## src/rtl/mips_fetch_pkg.sv

```systemverilog
// Shared types and constants for the MIPS instruction-fetch stage.
package mips_fetch_pkg;

   // Fetch handshake phases: issue request, wait for data, hold stalled data.
   typedef enum logic [1:0] {
      S_REQ  = 2'd0,
      S_WAIT = 2'd1,
      S_HOLD = 2'd2
   } fetch_state_t;

   localparam logic [31:0] PC_INC           = 32'd4;
   localparam logic [31:0] NOP_INSTR        = 32'h0000_0000;
   localparam logic [31:0] DEFAULT_RESET_PC = 32'h0000_0000;

endpackage

```

## src/rtl/mips_next_pc.sv

```systemverilog
// Next-PC helper for the fetch stage: decode-stage redirect detection,
// target selection (jump beats branch) and the sequential PC+4 adder.
module mips_next_pc
   import mips_fetch_pkg::*;
(
   input  logic [31:0] pcf,
   input  logic        pcsrc,
   input  logic [31:0] pc_branch,
   input  logic        jump,
   input  logic [31:0] pc_jump,
   output logic        redirect,
   output logic [31:0] target,
   output logic [31:0] pc_plus4
);

   assign redirect = jump | pcsrc;
   assign target   = jump ? pc_jump : pc_branch;
   // Plain 32-bit add: 0xFFFF_FFFC rolls over to 0.
   assign pc_plus4 = pcf + PC_INC;

endmodule

```

## src/rtl/mips_fetch_stage.sv

```systemverilog
// Instruction-fetch stage: owns PCF, drives the imem req/gnt + rvalid
// handshake with at most one request in flight, and presents either a
// valid instruction or a zero bubble to IF/ID.
// Optional macro FETCH_PERF_EN adds saturating fetch/kill counters.
module mips_fetch_stage
   import mips_fetch_pkg::*;
#(
   parameter logic [31:0] RESET_PC = DEFAULT_RESET_PC,
   parameter int          CNT_W    = 32
)
(
   input  logic              clk,
   input  logic              rst_n,
   input  logic              StallF,
   input  logic              PCSrcD,
   input  logic [31:0]       PCBranchD,
   input  logic              JumpD,
   input  logic [31:0]       PCJumpD,
   output logic              ImemReq,
   output logic [31:0]       ImemAddr,
   input  logic              ImemGnt,
   input  logic              ImemRvalid,
   input  logic [31:0]       ImemRdata,
   output logic [31:0]       InstrF,
   output logic [31:0]       PCPlus4F,
   output logic              InstrValidF
`ifdef FETCH_PERF_EN
   ,
   output logic [CNT_W-1:0]  FetchCntF,
   output logic [CNT_W-1:0]  KillCntF
`endif
);

   fetch_state_t state_reg, state_next;
   logic [31:0]  pcf_reg, pcf_next;
   logic         kill_reg, kill_next;
   logic [31:0]  buf_reg, buf_next;

   logic         redirect;
   logic [31:0]  target;
   logic [31:0]  pc_plus4;
   logic         valid_c;
   logic [31:0]  instr_c;

   mips_next_pc u_next_pc (
      .pcf       (pcf_reg),
      .pcsrc     (PCSrcD),
      .pc_branch (PCBranchD),
      .jump      (JumpD),
      .pc_jump   (PCJumpD),
      .redirect  (redirect),
      .target    (target),
      .pc_plus4  (pc_plus4)
   );

   // State, PC, kill flag and stall buffer registers.
   always_ff @(posedge clk or negedge rst_n) begin
      if (!rst_n) begin
         state_reg <= S_REQ;
         pcf_reg   <= RESET_PC;
         kill_reg  <= 1'b0;
         buf_reg   <= NOP_INSTR;
      end else begin
         state_reg <= state_next;
         pcf_reg   <= pcf_next;
         kill_reg  <= kill_next;
         buf_reg   <= buf_next;
      end
   end

   // Next-state and handshake/output decode; a redirect always overrides StallF.
   always_comb begin
      state_next = state_reg;
      pcf_next   = pcf_reg;
      kill_next  = kill_reg;
      buf_next   = buf_reg;
      ImemReq    = 1'b0;
      valid_c    = 1'b0;
      instr_c    = NOP_INSTR;
      case (state_reg)
         S_REQ: begin
            ImemReq = 1'b1;
            // The address may move before grant; a redirect at grant time
            // marks the in-flight request as stale.
            if (redirect) pcf_next = target;
            if (ImemGnt) begin
               state_next = S_WAIT;
               kill_next  = redirect;
            end
         end
         S_WAIT: begin
            if (ImemRvalid) begin
               state_next = S_REQ;
               if (kill_reg || redirect) begin
                  kill_next = 1'b0;
                  if (redirect) pcf_next = target;
               end else begin
                  valid_c = 1'b1;
                  instr_c = ImemRdata;
                  if (!StallF) begin
                     pcf_next = pc_plus4;
                  end else begin
                     buf_next   = ImemRdata;
                     state_next = S_HOLD;
                  end
               end
            end else if (redirect) begin
               pcf_next  = target;
               kill_next = 1'b1;
            end
         end
         S_HOLD: begin
            if (redirect) begin
               pcf_next   = target;
               state_next = S_REQ;
            end else begin
               valid_c = 1'b1;
               instr_c = buf_reg;
               if (!StallF) begin
                  pcf_next   = pc_plus4;
                  state_next = S_REQ;
               end
            end
         end
         default: state_next = S_REQ;
      endcase
   end

   assign ImemAddr    = pcf_reg;
   assign InstrValidF = valid_c;
   assign InstrF      = valid_c ? instr_c : NOP_INSTR;
   assign PCPlus4F    = valid_c ? pc_plus4 : 32'h0;

`ifdef FETCH_PERF_EN
   logic             accept;
   logic             drop;
   logic [CNT_W-1:0] fetch_cnt_reg;
   logic [CNT_W-1:0] kill_cnt_reg;
   localparam logic [CNT_W-1:0] CNT_ONE = {{(CNT_W-1){1'b0}}, 1'b1};

   // An instruction leaves for IF/ID; a response is thrown away in S_WAIT.
   assign accept = valid_c & ~StallF;
   assign drop   = (state_reg == S_WAIT) & ImemRvalid & (kill_reg | redirect);

   // Saturating performance counters.
   always_ff @(posedge clk or negedge rst_n) begin
      if (!rst_n) begin
         fetch_cnt_reg <= '0;
         kill_cnt_reg  <= '0;
      end else begin
         if (accept && (fetch_cnt_reg != '1)) fetch_cnt_reg <= fetch_cnt_reg + CNT_ONE;
         if (drop && (kill_cnt_reg != '1))    kill_cnt_reg  <= kill_cnt_reg + CNT_ONE;
      end
   end

   assign FetchCntF = fetch_cnt_reg;
   assign KillCntF  = kill_cnt_reg;
`endif

endmodule
```

## config.mk

```make
export PLATFORM = sky130hd
export DESIGN_NAME = mips_fetch_stage
export DESIGN_NICKNAME = d
export VERILOG_FILES = /design/src/rtl/mips_fetch_pkg.sv /design/src/rtl/mips_next_pc.sv /design/src/rtl/mips_fetch_stage.sv
export SDC_FILE = /design/constraint.sdc
export NUM_CORES = 1
export LEC_CHECK = 0
export CELL_PAD_IN_SITES_DETAIL_PLACEMENT = 0
export CELL_PAD_IN_SITES_GLOBAL_PLACEMENT = 1
export CORE_ASPECT_RATIO = 1.2
export CORE_MARGIN = 2
export CORE_UTILIZATION = 30
export DETAILED_ROUTE_END_ITERATION = 8
export PLACE_DENSITY_LB_ADDON = 0.1
export SKIP_CTS_REPAIR_TIMING = 1
export SYNTH_ARGS = -nofsm -noshare
export SYNTH_HDL_FRONTEND = slang
export SYNTH_SLANG_ARGS = --single-unit
```

## constraint.sdc

```tcl
create_clock -name clk -period 2.5 [get_ports clk]
set_input_delay 0.5 -clock clk [delete_from_list [all_inputs] [get_ports clk]]
set_output_delay 0.5 -clock clk [all_outputs]
set_load 0.03 [all_outputs]
```

* Word level (Yosys, flattened, before mapping)
Cells that the tools add are included.
** Operators by class
- Add/subtract/negate cells :: 1
- Equal/unequal tests :: 7
- Mux-type cells :: 30
- Bitwise gates (word level) :: 2
- Reductions and logical operators :: 7
** Operators by type and width (number)
- 32-bit 2-to-1 mux :: 11
- 32-bit one-hot mux with 3 select lines :: 1
- 32-bit one-hot mux with 2 select lines :: 1
- 32-bit by 3-bit adder with 32-bit output, second input constant :: 1
- 2-bit 2-to-1 mux :: 6
- 3-bit inequality test, second input constant :: 3
- 1-bit 2-to-1 mux :: 8
- 4-bit AND reduction :: 2
- 2-bit one-hot mux with 3 select lines :: 1
- 2-bit inequality test, second input constant :: 2
- 1-bit one-hot mux with 2 select lines :: 2
- 3-bit AND reduction :: 1
- 3-bit nonzero test :: 1
- 2-bit by 1-bit equality test with 1-bit output, second input constant :: 1
- 2-bit equality test, second input constant :: 1
- 2-bit zero test :: 1
- 2-bit nonzero test :: 1
- 1-bit logical OR :: 1
- 1-bit NOT :: 1
- 1-bit bitwise OR :: 1
** Word-level totals
- Register bits :: 67
- Input port bits :: 103
- Output and inout port bits :: 98
- Word-level logic and storage cells :: 51

* Longest topological paths before layout
Gate-level depths: netlist of the first run.
- Word-level depth :: 6
- Gate-level depth with buffers :: 10
- Gate-level depth less buffers :: 8

* Hierarchy
Synthesis of the first run repeated with hierarchy kept, for this count alone.
** Second synthesis, totals
- Cells, all modules :: 565
- Area total of the unflattened synthesis :: 5421.4 sq um
** By module, submodules not included
- mips_fetch_stage :: times used 1, cells each 445, area an instance 4459.3 sq um, sequential area each 1676.6 sq um
- mips_next_pc :: times used 1, cells each 120, area an instance 962.2 sq um, sequential area each 0.0 sq um

* Least setup slack after synthesis of the first run
No wires, ideal clock.
- Kind :: register to output
- Start point :: register pcf_reg[17], in the netlist ImemAddr[17]
- End point :: output PCPlus4F[31]
- Arrival time :: 2.451 ns
- Data required time :: 2.000 ns
- Setup slack :: -0.451 ns
- Cell stages (with the launch flop) :: 8
- Buffers on the path :: 2
- Path through :: dfrtp_1 clkbuf_1 nand3_1 nor3_1 clkbuf_1 nand4_1 or3_1 a21oi_1
** On the way
- Longest elaborated chain between the ends :: 2
** Ends and longest elaborated chain
- start: declaration :: RTL line mips_fetch_stage.sv:35 : logic [31:0] pcf_reg, pcf_next;
- start signal: assignment :: RTL line mips_fetch_stage.sv:65 : pcf_reg <= pcf_next;
- 32-bit by 3-bit adder with 32-bit output :: RTL line mips_next_pc.sv:19 : assign pc_plus4 = pcf + PC_INC;
- 32-bit 2-to-1 mux :: RTL line mips_fetch_stage.sv:132 : assign PCPlus4F = valid_c ? pc_plus4 : 32'h0;
- end: declaration :: RTL line mips_fetch_stage.sv:25 : output logic [31:0] PCPlus4F,
Every way passes these cells.

* Final worst setup path of the first run
- Start point :: register kill_reg
- End point :: output PCPlus4F[30]
** On the way
- Longest elaborated chain between the ends :: 5
** Ends and longest elaborated chain
- start: declaration :: RTL line mips_fetch_stage.sv:36 : logic kill_reg, kill_next;
- start signal: assignment :: RTL line mips_fetch_stage.sv:66 : kill_reg <= kill_next;
- 1-bit logical OR :: RTL line mips_fetch_stage.sv:94 : if (kill_reg || redirect) begin
- 1-bit 2-to-1 mux :: RTL line mips_fetch_stage.sv:94
- 1-bit 2-to-1 mux :: RTL line mips_fetch_stage.sv:92 : if (ImemRvalid) begin
- 1-bit one-hot mux with 2 select lines :: RTL line mips_fetch_stage.sv:80 : case (state_reg)
- 32-bit 2-to-1 mux :: RTL line mips_fetch_stage.sv:132
Every way passes these cells.

==> impl_metrics.tcl, run 1 <==
set metrics [dict create \
    slew-limit-headroom_pct 34.66 \
    path_clk_slew_ns 0.06 \
    num_vias 7035 \
    async_flop_share_pct 100.0 \
    htree_levels 3 \
    syn_area_per_cell_um2 7.800 \
    finalSetupViolations 65 \
    ioPinCount 201 \
    setup_ws_ns -0.2103 \
    via_per_inst 5.535 \
    drt-initial-drc-count 408 \
    p_int_uw 4762 \
    fin_nets 1119 \
    grt_pass1_vias 7051 \
    ys_ff_latch 67 \
    skew_ns 0.01213 \
    fp.coreArea_um2 18920 \
    hold_violations 0 \
    seqPwrFrac_pct 24.0 \
    synth_top_area_share_pct 28.93 \
    antenna_found_initial 0 \
    cts-root-buf "clkbuf_16" \
    cp-start-kind "flip-flop" \
    max_slew.worst_pin.slew_ns 0.9802 \
    worstPathArrival_ns 2.21 \
    place.port_buffers 200 \
    synthTopCellsByArea "dfrtp_1, nor2_1, mux2_2, a22oi_1, clkbuf_1" \
    violations "negative setup slack" \
    hp-class "input pin to async pin" \
    mappedNetlistNets 851 \
    grt_first_pass_wirelength_um 39100 \
    seq_area_frac_synth_pct 28.93 \
    report.final.slew_viol_count 0 \
    cts_tree "built" \
    status "finished, violations left" \
    mappedNetlistArea_um2 5796 \
    area_delta_synth_final_pct 69.75 \
    wire_per_inst_um 20.54 \
    synth_edf_count 0 \
    antennaDiodeCount 0 \
    comb_power_share_pct 58.2 \
    worstPathRequired_ns 2.00 \
    power_frac_clock_pct 17.8 \
    crit_path_end_kind "primary output" \
    leakage_uw 0.003937 \
    yosys_warnings 0 \
    die_height_um 156.3 \
    instances_no_fill 1271 \
    dr.pass1.iters 5 \
    clk_latency_ns 0.35 \
    max_freq_ghz 0.3690 \
    rows 55 \
    numCtsBuffers 9 \
    fin_crit_sh_pct 108.4 \
    vdd_drop_max_v 0.0004445 \
    synthCells 743 \
    drc 0 \
    utilization_pct 51.99 \
    ant_nets 0 \
    fp.dieW_um 130.9 \
    critical_path_class "flip-flop to primary output" \
    grt_max_degree 68 \
    grt_usage_pct 25.02 \
    period_needed_ns 2.710 \
    drive_gt1_share_pct 33.40 \
    routabilityCongestion 0.9387 \
    dp.cells 1250 \
    dieArea_um2 20450 \
    cp_max_fo 8 \
    yosys.cell_count.top_type "nor2_1" \
    grt.overflow.total 0 \
    cellPowerDensity_nw_per_um2 874.7 \
    place_ws_ns -0.3573 \
    drv_cap 0 \
    swShare_pct 44.66 \
    ys_types 70 \
    yosys_most_used_dff "dfrtp_1" \
    synth_top_area_cell "dfrtp_1" \
    wl_um 26110 \
    rsz0062_at_grt "true" \
    synth_commonest_cells "nor2_1, dfrtp_1, clkbuf_1" \
    whs_ns 0.3108 \
    dp_hpwl_um 20050 \
    clk_path_buf_depth 2 \
    start_util_pct 30.62 \
    p_switching_uw 3843 \
    cts.sinks 67 \
]
## cells in the final DEF, fill, tap and decap left out, drive strengths merged, types with 9 or more instances in the layout
cell,n
clkbuf,12
buf,186
a21oi,34
o22ai,15
nor2,117
clkdlybuf4s50,131
xor2,12
mux2,33
nor3,23
nand4,12
inv,19
dfrtp,67
nand2,44
a22oi,33
nor4,15
nand3,31
nand2b,16
xnor2,19
a2bb2oi,9
o2bb2ai,9
o21ai,28
## stage by stage
stage / power (uW) / instance area (um2) / TNS, ns
finish: 8605 / 9838 / -10.87
global route: 9082 / 9838 / -15.78
CTS: 8505 / 9532 / -19.13
detailed placement: 6957 / 9191 / -25.80
global placement: 6884 / 9191 / -22.37
floorplan: 4706 / 6098 / -1.619
## path summary, 6_finish.rpt
path | slack (ns) | cells after the start | from | to
max | -0.21 | 7 | kill_reg | PCPlus4F[30]
min | 0.31 | 1 | rst_n | ImemAddr[28]
max reg2reg | 0.17 | 6 | kill_reg | ImemAddr[18]
min reg2reg | 0.51 | 1 | ImemAddr[0] | ImemAddr[0]
max in group asynchronous | 1.50 | 1 | rst_n | kill_reg
min in group clk | 0.51 | 1 | ImemAddr[0] | ImemAddr[0]
## per-layer routing
| layer | up-vias | wire (um) | global-route usage (%) |
|---|---|---|---|
| li1 | 3287 | - | - |
| met1 | 3403 | 10970 | 32.80 |
| met2 | 297 | 12600 | 41.12 |
| met3 | 48 | 1765 | 4.547 |
| met4 | 0 | 763 | 8.815 |
| met5 | - | 0 | 0 |
## critical path, stage by stage, from the launching register on
cell and delay [ns]:
dfrtp_2 0.44, or4b_4 0.57, nor2_4 0.18, o21ai_4 0.10
buf_6 0.17, buf_12 0.15, nor2_4 0.12, buf_12 0.12
## cells by family (layout without fill, tap and decap cells)
group                      after synthesis  count (layout)  share of synthesized area, %
xor gates and xnor gates                31              31                         4.685
muxes                                   41              41                         7.794
DFF                                     67              67                         28.93
adders and majority gates                5               5                         1.079
buffers and inverters                   86             358                         5.829
AOI/OAI and AO/OA                      206             206                         25.37
and+or+nand+nor                        307             307                         26.32
## power groups by stage
stage	registers (uW)	logic, uW	clock network [uW]
6_report	2070	5010	1530
5_1_grt	2130	5350	1600
4_1_cts	2040	4920	1550
3_5_place_dp	2050	4900	0
3_3_place_gp	2030	4860	0
2_1_floorplan	2440	2270	0
## cell type report
type                            count  area, um2
Clock buffer                        9      225.2
Sequential cell                    67       1679
Inverter                           21      81.33
Clock inverter                      6      115.1
Multi-Input combinational cell    590       4170
Fill cell                        1836       9086
Timing Repair Buffer              322       3247
Tap cell                          256      320.3
No activity file was read; power rests on OpenSTA's default activity.
==> run 2: changes to the inputs <==
--- a/config.mk
+++ b/config.mk
@@ -7,7 +7,7 @@
 export LEC_CHECK = 0
 export CELL_PAD_IN_SITES_DETAIL_PLACEMENT = 0
 export CELL_PAD_IN_SITES_GLOBAL_PLACEMENT = 1
-export CORE_ASPECT_RATIO = 1.2
+export CORE_ASPECT_RATIO = 0.6
 export CORE_MARGIN = 2
 export CORE_UTILIZATION = 30
 export DETAILED_ROUTE_END_ITERATION = 8
==> run 2 against run 1 <==
Against the previous run:
- largest cell class unchanged
- final cell count is 0.24% higher
- highest routed layer unchanged
- global-route usage is 1.4 points higher
- first-iteration DRC count is 95% higher
- non-clock buffer count is 12 higher
- via count is 4.0% higher
- maximum frequency is 0.47% higher
- combinational power is 4.0% higher
- clock skew is 0.0010 ns higher
- power is 3.5% higher
- register-to-register slack worse by 0.04 ns
- the flow still finishes with violations (negative setup slack)
==> impl_metrics.tcl, run 2 (same netlist as run 1, synthesis figures left out) <==
set metrics [dict create \
    status "finished, violations left" \
    violations "negative setup slack" \
    area_delta_synth_final_pct 74.78 \
    numCtsBuffers 9 \
    tns_ns -8.475 \
    worstPathArrival_ns 2.20 \
    num_vias 7318 \
    utilization_pct 53.36 \
    die_height_um 111.7 \
    crit_path_end_kind "primary output" \
    rows 39 \
    period_needed_ns 2.698 \
    drt-initial-drc-count 796 \
    ant_nets 0 \
    instances_no_fill 1274 \
    setup_ws_ns -0.1977 \
    fin_crit_sh_pct 107.9 \
    grt_first_pass_wirelength_um 41260 \
    drv_cap 0 \
    max_slew.worst_pin.slew_ns 0.5455 \
    grt_usage_pct 26.39 \
    drive_gt1_share_pct 35.80 \
    drc 0 \
    clk_path_buf_depth 2 \
    report.final.slew_viol_count 0 \
    routabilityCongestion 0.9727 \
    grt_max_degree 34 \
    place.port_buffers 200 \
    htree_levels 3 \
    final_cell_mix "clkdlybuf4s50_1, buf_4, dfrtp_1, nor2_1, nand2_1" \
    cts_tree "built" \
    cts.sinks 67 \
    path_clk_slew_ns 0.06 \
    cp-start-kind "flip-flop" \
    cp_max_fo 6 \
    via_per_inst 5.744 \
    slew-limit-headroom_pct 63.12 \
    start_util_pct 30.53 \
    dp.cells 1240 \
    fin_nets 1131 \
    whs_ns 0.08311 \
    max_freq_ghz 0.3707 \
    finalSetupViolations 63 \
    critical_path_class "flip-flop to primary output" \
    hold_violations 0 \
    fill_cells 1788 \
    ioPinCount 201 \
    antenna_found_initial 1 \
    dieArea_um2 20480 \
    cts-root-buf "clkbuf_16" \
    grt_pass1_vias 6943 \
    dr.pass1.iters 5 \
    p_total_uw 8908 \
    clk_latency_ns 0.34 \
    vdd_drop_max_v 0.0004325 \
    leakage_uw 0.004060 \
    dp_hpwl_um 21650 \
    grt.overflow.total 0 \
    skew_ns 0.01314 \
    reg2reg_setup_slack_ns 0.13 \
    cellPowerDensity_nw_per_um2 879.4 \
    fp.coreArea_um2 18980 \
    worstPathRequired_ns 2.00 \
    wl_um 28460 \
    rsz0062_at_grt "true" \
    final_common_cell "clkdlybuf4s50_1" \
    antennaDiodeCount 0 \
    fp.dieW_um 183.4 \
    wire_per_inst_um 22.34 \
    hp-class "input pin to async pin" \
]
run 2: cell types whose count changed in the layout (fill, tap and decap cells not counted), sizes merged:
cell and delta:
buf +11, bufinv +1, clkbuf +2, clkinvlp -1
run 2: through the flow:
stage	area [um2]	setup slack, ns
3_5_place_dp	9166	-0.4321
6_report	10130	-0.1977
5_1_grt	10130	-0.2588
4_1_cts	9533	-0.4388
2_1_floorplan	6098	-0.07773
3_3_place_gp	9166	-0.3691
run 2: area by class of cell:
| class | count | area [um2] | area share, % |
|---|---|---|---|
| clock buffer | 10 | 229.0 | 2.260 |
| multi-input combinational | 590 | 4255 | 42.01 |
| timing repair buffer | 334 | 3436 | 33.92 |
| inverter | 21 | 81.33 | 0.8029 |
| clock inverter | 6 | 137.6 | 1.359 |
| sequential | 67 | 1683 | 16.61 |
| tap | 246 | 307.8 | 3.039 |
run 2: where the power goes:
part	switching (uW)	total (uW)	leakage, uW	internal (uW)
combinational	2980	5210	0.00305	2230
sequential	489	2090	0.000835	1610
clock	522	1600	0.000177	1080
run 2: critical path, stage by stage, from the launching register on:
cell and delay [ns]:
dfrtp_1 0.41, or4b_4 0.58, nor2_4 0.18, buf_8 0.17, buf_12 0.14, a22oi_2 0.07
nor2_2 0.17, buf_6 0.15
run 2: final timing paths:
kind	start	endpoint	cells past startpoint
hold reg to reg	buf_reg[31]	buf_reg[31]	1
setup reg to reg	kill_reg	ImemAddr[18]	7
setup / recovery	kill_reg	InstrF[6]	7
min in group clk	buf_reg[31]	buf_reg[31]	1
max in group asynchronous	rst_n	buf_reg[30]	2
hold / removal	rst_n	ImemAddr[31]	1
run 2: layer usage:
metal | track usage (%) | up-vias | share of wire, % | wire, um
li1 | - | 3306 | - | -
met1 | 39.89 | 3594 | 49 | 13880
met2 | 37.28 | 374 | 41 | 11660
met3 | 6.608 | 44 | 8.5 | 2406
met4 | 6.027 | 0 | 1.8 | 508
met5 | 0 | - | 0 | 0
==> run 3: changes to the inputs <==
--- a/config.mk
+++ b/config.mk
@@ -9,7 +9,7 @@
 export CELL_PAD_IN_SITES_GLOBAL_PLACEMENT = 1
 export CORE_ASPECT_RATIO = 0.6
 export CORE_MARGIN = 2
-export CORE_UTILIZATION = 30
+export CORE_UTILIZATION = 33
 export DETAILED_ROUTE_END_ITERATION = 8
 export PLACE_DENSITY_LB_ADDON = 0.1
 export SKIP_CTS_REPAIR_TIMING = 1
==> constraint.sdc (replaced) <==
create_clock -name clk -period 2.55 [get_ports clk]
set_input_delay 0.51 -clock clk [delete_from_list [all_inputs] [get_ports clk]]
set_output_delay 0.51 -clock clk [all_outputs]
set_load 0.03 [all_outputs]
==> run 3 against run 2 <==
Against the previous run:
- worst hold slack better by 0.061 ns
- register-to-register slack better by 0.03 ns
- clock power down 19%
- sequential power about the same
- the run still ends with negative setup slack left
- via count down 1.7%
- final cell count down 1.8%
- clock skew up 0.0028 ns
- non-clock buffer count down 11
==> impl_metrics.tcl, run 3 (same netlist as run 1, synthesis figures left out) <==
set metrics [dict create \
    grt_pass1_vias 6818 \
    start_util_pct 33.74 \
    cp-start-kind "flip-flop" \
    num_vias 7191 \
    final_common_cell "clkdlybuf4s50_1" \
    violations "negative setup slack" \
    max_slew.worst_pin.slew_ns 0.5577 \
    cellPowerDensity_nw_per_um2 848.1 \
    drive_gt1_share_pct 35.00 \
    max_freq_ghz 0.3617 \
    critical_path_class "flip-flop to primary output" \
    wire_per_inst_um 21.81 \
    fin_crit_sh_pct 108.4 \
    utilization_pct 57.30 \
    ioPinCount 201 \
    hold_violations 0 \
    skew_ns 0.01597 \
    hp-class "input pin to async pin" \
    status "finished, violations left" \
    antenna_found_initial 0 \
    dr.pass1.iters 5 \
    worstPathArrival_ns 2.25 \
    grt_max_degree 68 \
    fp.dieW_um 175.1 \
    place.port_buffers 200 \
    fill_cells 1547 \
    routabilityCongestion 0.9722 \
    rows 37 \
    fp.coreArea_um2 17180 \
    clk_latency_ns 0.35 \
    dp_hpwl_um 20910 \
    place_area_um2 9079 \
    path_clk_slew_ns 0.07 \
    antennaDiodeCount 0 \
    slew-limit-headroom_pct 62.68 \
    clk_path_buf_depth 2 \
    cts_tree "built" \
    grt.overflow.total 0 \
    worstPathRequired_ns 2.04 \
    via_per_inst 5.748 \
    grt_usage_pct 28.35 \
    htree_levels 3 \
    final_cell_mix "clkdlybuf4s50_1, buf_4, dfrtp_1, nor2_1, nand2_1" \
    cts-root-buf "clkbuf_16" \
    grt_first_pass_wirelength_um 40250 \
    die_height_um 106.7 \
    setup_ws_ns -0.2144 \
    vdd_drop_max_v 0.0005205 \
    finalSetupViolations 65 \
    dp.cells 1226 \
    ff_latch_area_um2 1684 \
    final_cell_area_um2 9841 \
    drv_cap 0 \
    cp_max_fo 5 \
    cts.sinks 67 \
    instances_no_fill 1251 \
    period_needed_ns 2.764 \
    wl_um 27290 \
    dieArea_um2 18670 \
    area_delta_synth_final_pct 69.80 \
    ant_nets 0 \
    drc 0 \
    crit_path_end_kind "primary output" \
    leakage_uw 0.003941 \
    numCtsBuffers 9 \
    fin_nets 1120 \
    report.final.slew_viol_count 0 \
    drt-initial-drc-count 755 \
    multi_input_area_um2 4237 \
    rsz0062_at_grt "true" \
]
run 3: cell types whose count changed in the layout (fill, tap and decap cells not counted), sizes merged:
| cell | before | now |
|---|---|---|
| buf | 197 | 188 |
| clkinv | 4 | 5 |
| clkbuf | 14 | 11 |
| clkinvlp | 0 | 1 |
| bufinv | 4 | 1 |
| inv | 19 | 21 |
run 3: critical path, stage by stage, from the launching register on:
cell and delay (ns):
dfrtp_1 0.43, or4b_4 0.58, nor2_4 0.19, o21ai_4 0.13, inv_2 0.12, buf_6 0.13
o21a_1 0.18, buf_12 0.13
run 3: metal layers:
layer	GRT usage [%]	part of all wire [%]	wire length, um	up-vias
met1	44.02	49	13340	3512
met2	38.71	41	11080	347
li1	-	-	-	3295
met3	6.631	9.1	2483	37
met5	0	0	0	-
met4	6.726	1.4	392	0
run 3: report_power, final:
part	internal, uW	switching (uW)
Clock	763	534
Combinational	2140	2820
Sequential	1570	519
run 3: path summary, 6_finish.rpt:
kind | from | to | slack (ns) | cells after the start
setup / recovery | kill_reg | PCPlus4F[22] | -0.21 | 7
hold / removal | rst_n | ImemAddr[31] | 0.14 | 2
setup reg to reg | ImemAddr[9] | ImemAddr[29] | 0.16 | 9
hold reg to reg | buf_reg[31] | buf_reg[31] | 0.51 | 1
max in group asynchronous | rst_n | ImemAddr[23] | 2.00 | 2
min in group clk | ImemRvalid | kill_reg | 0.49 | 3
run 3: layout make-up:
| class | count | area share, % |
|---|---|---|
| Clock inverter | 7 | 0.7502 |
| Timing Repair Buffer | 323 | 33.02 |
| Multi-Input combinational cell | 590 | 43.05 |
| Clock buffer | 9 | 2.289 |
| Tap cell | 234 | 2.975 |
| Sequential cell | 67 | 17.11 |
| Inverter | 21 | 0.8010 |
run 3: per-stage QoR:
step                      hold slack, ns  TNS [ns]  worst slack (ns)  total power, uW
after floorplan                   0.2144    -1.039          -0.06737             4610
after global placement            0.4868    -21.60           -0.3007             6717
after detailed placement          0.4933    -26.46           -0.3417             6794
after CTS                         0.1930    -18.98           -0.3415             8126
after global routing              0.1768    -15.13           -0.2855             8759
final                             0.1438    -10.30           -0.2144             8345
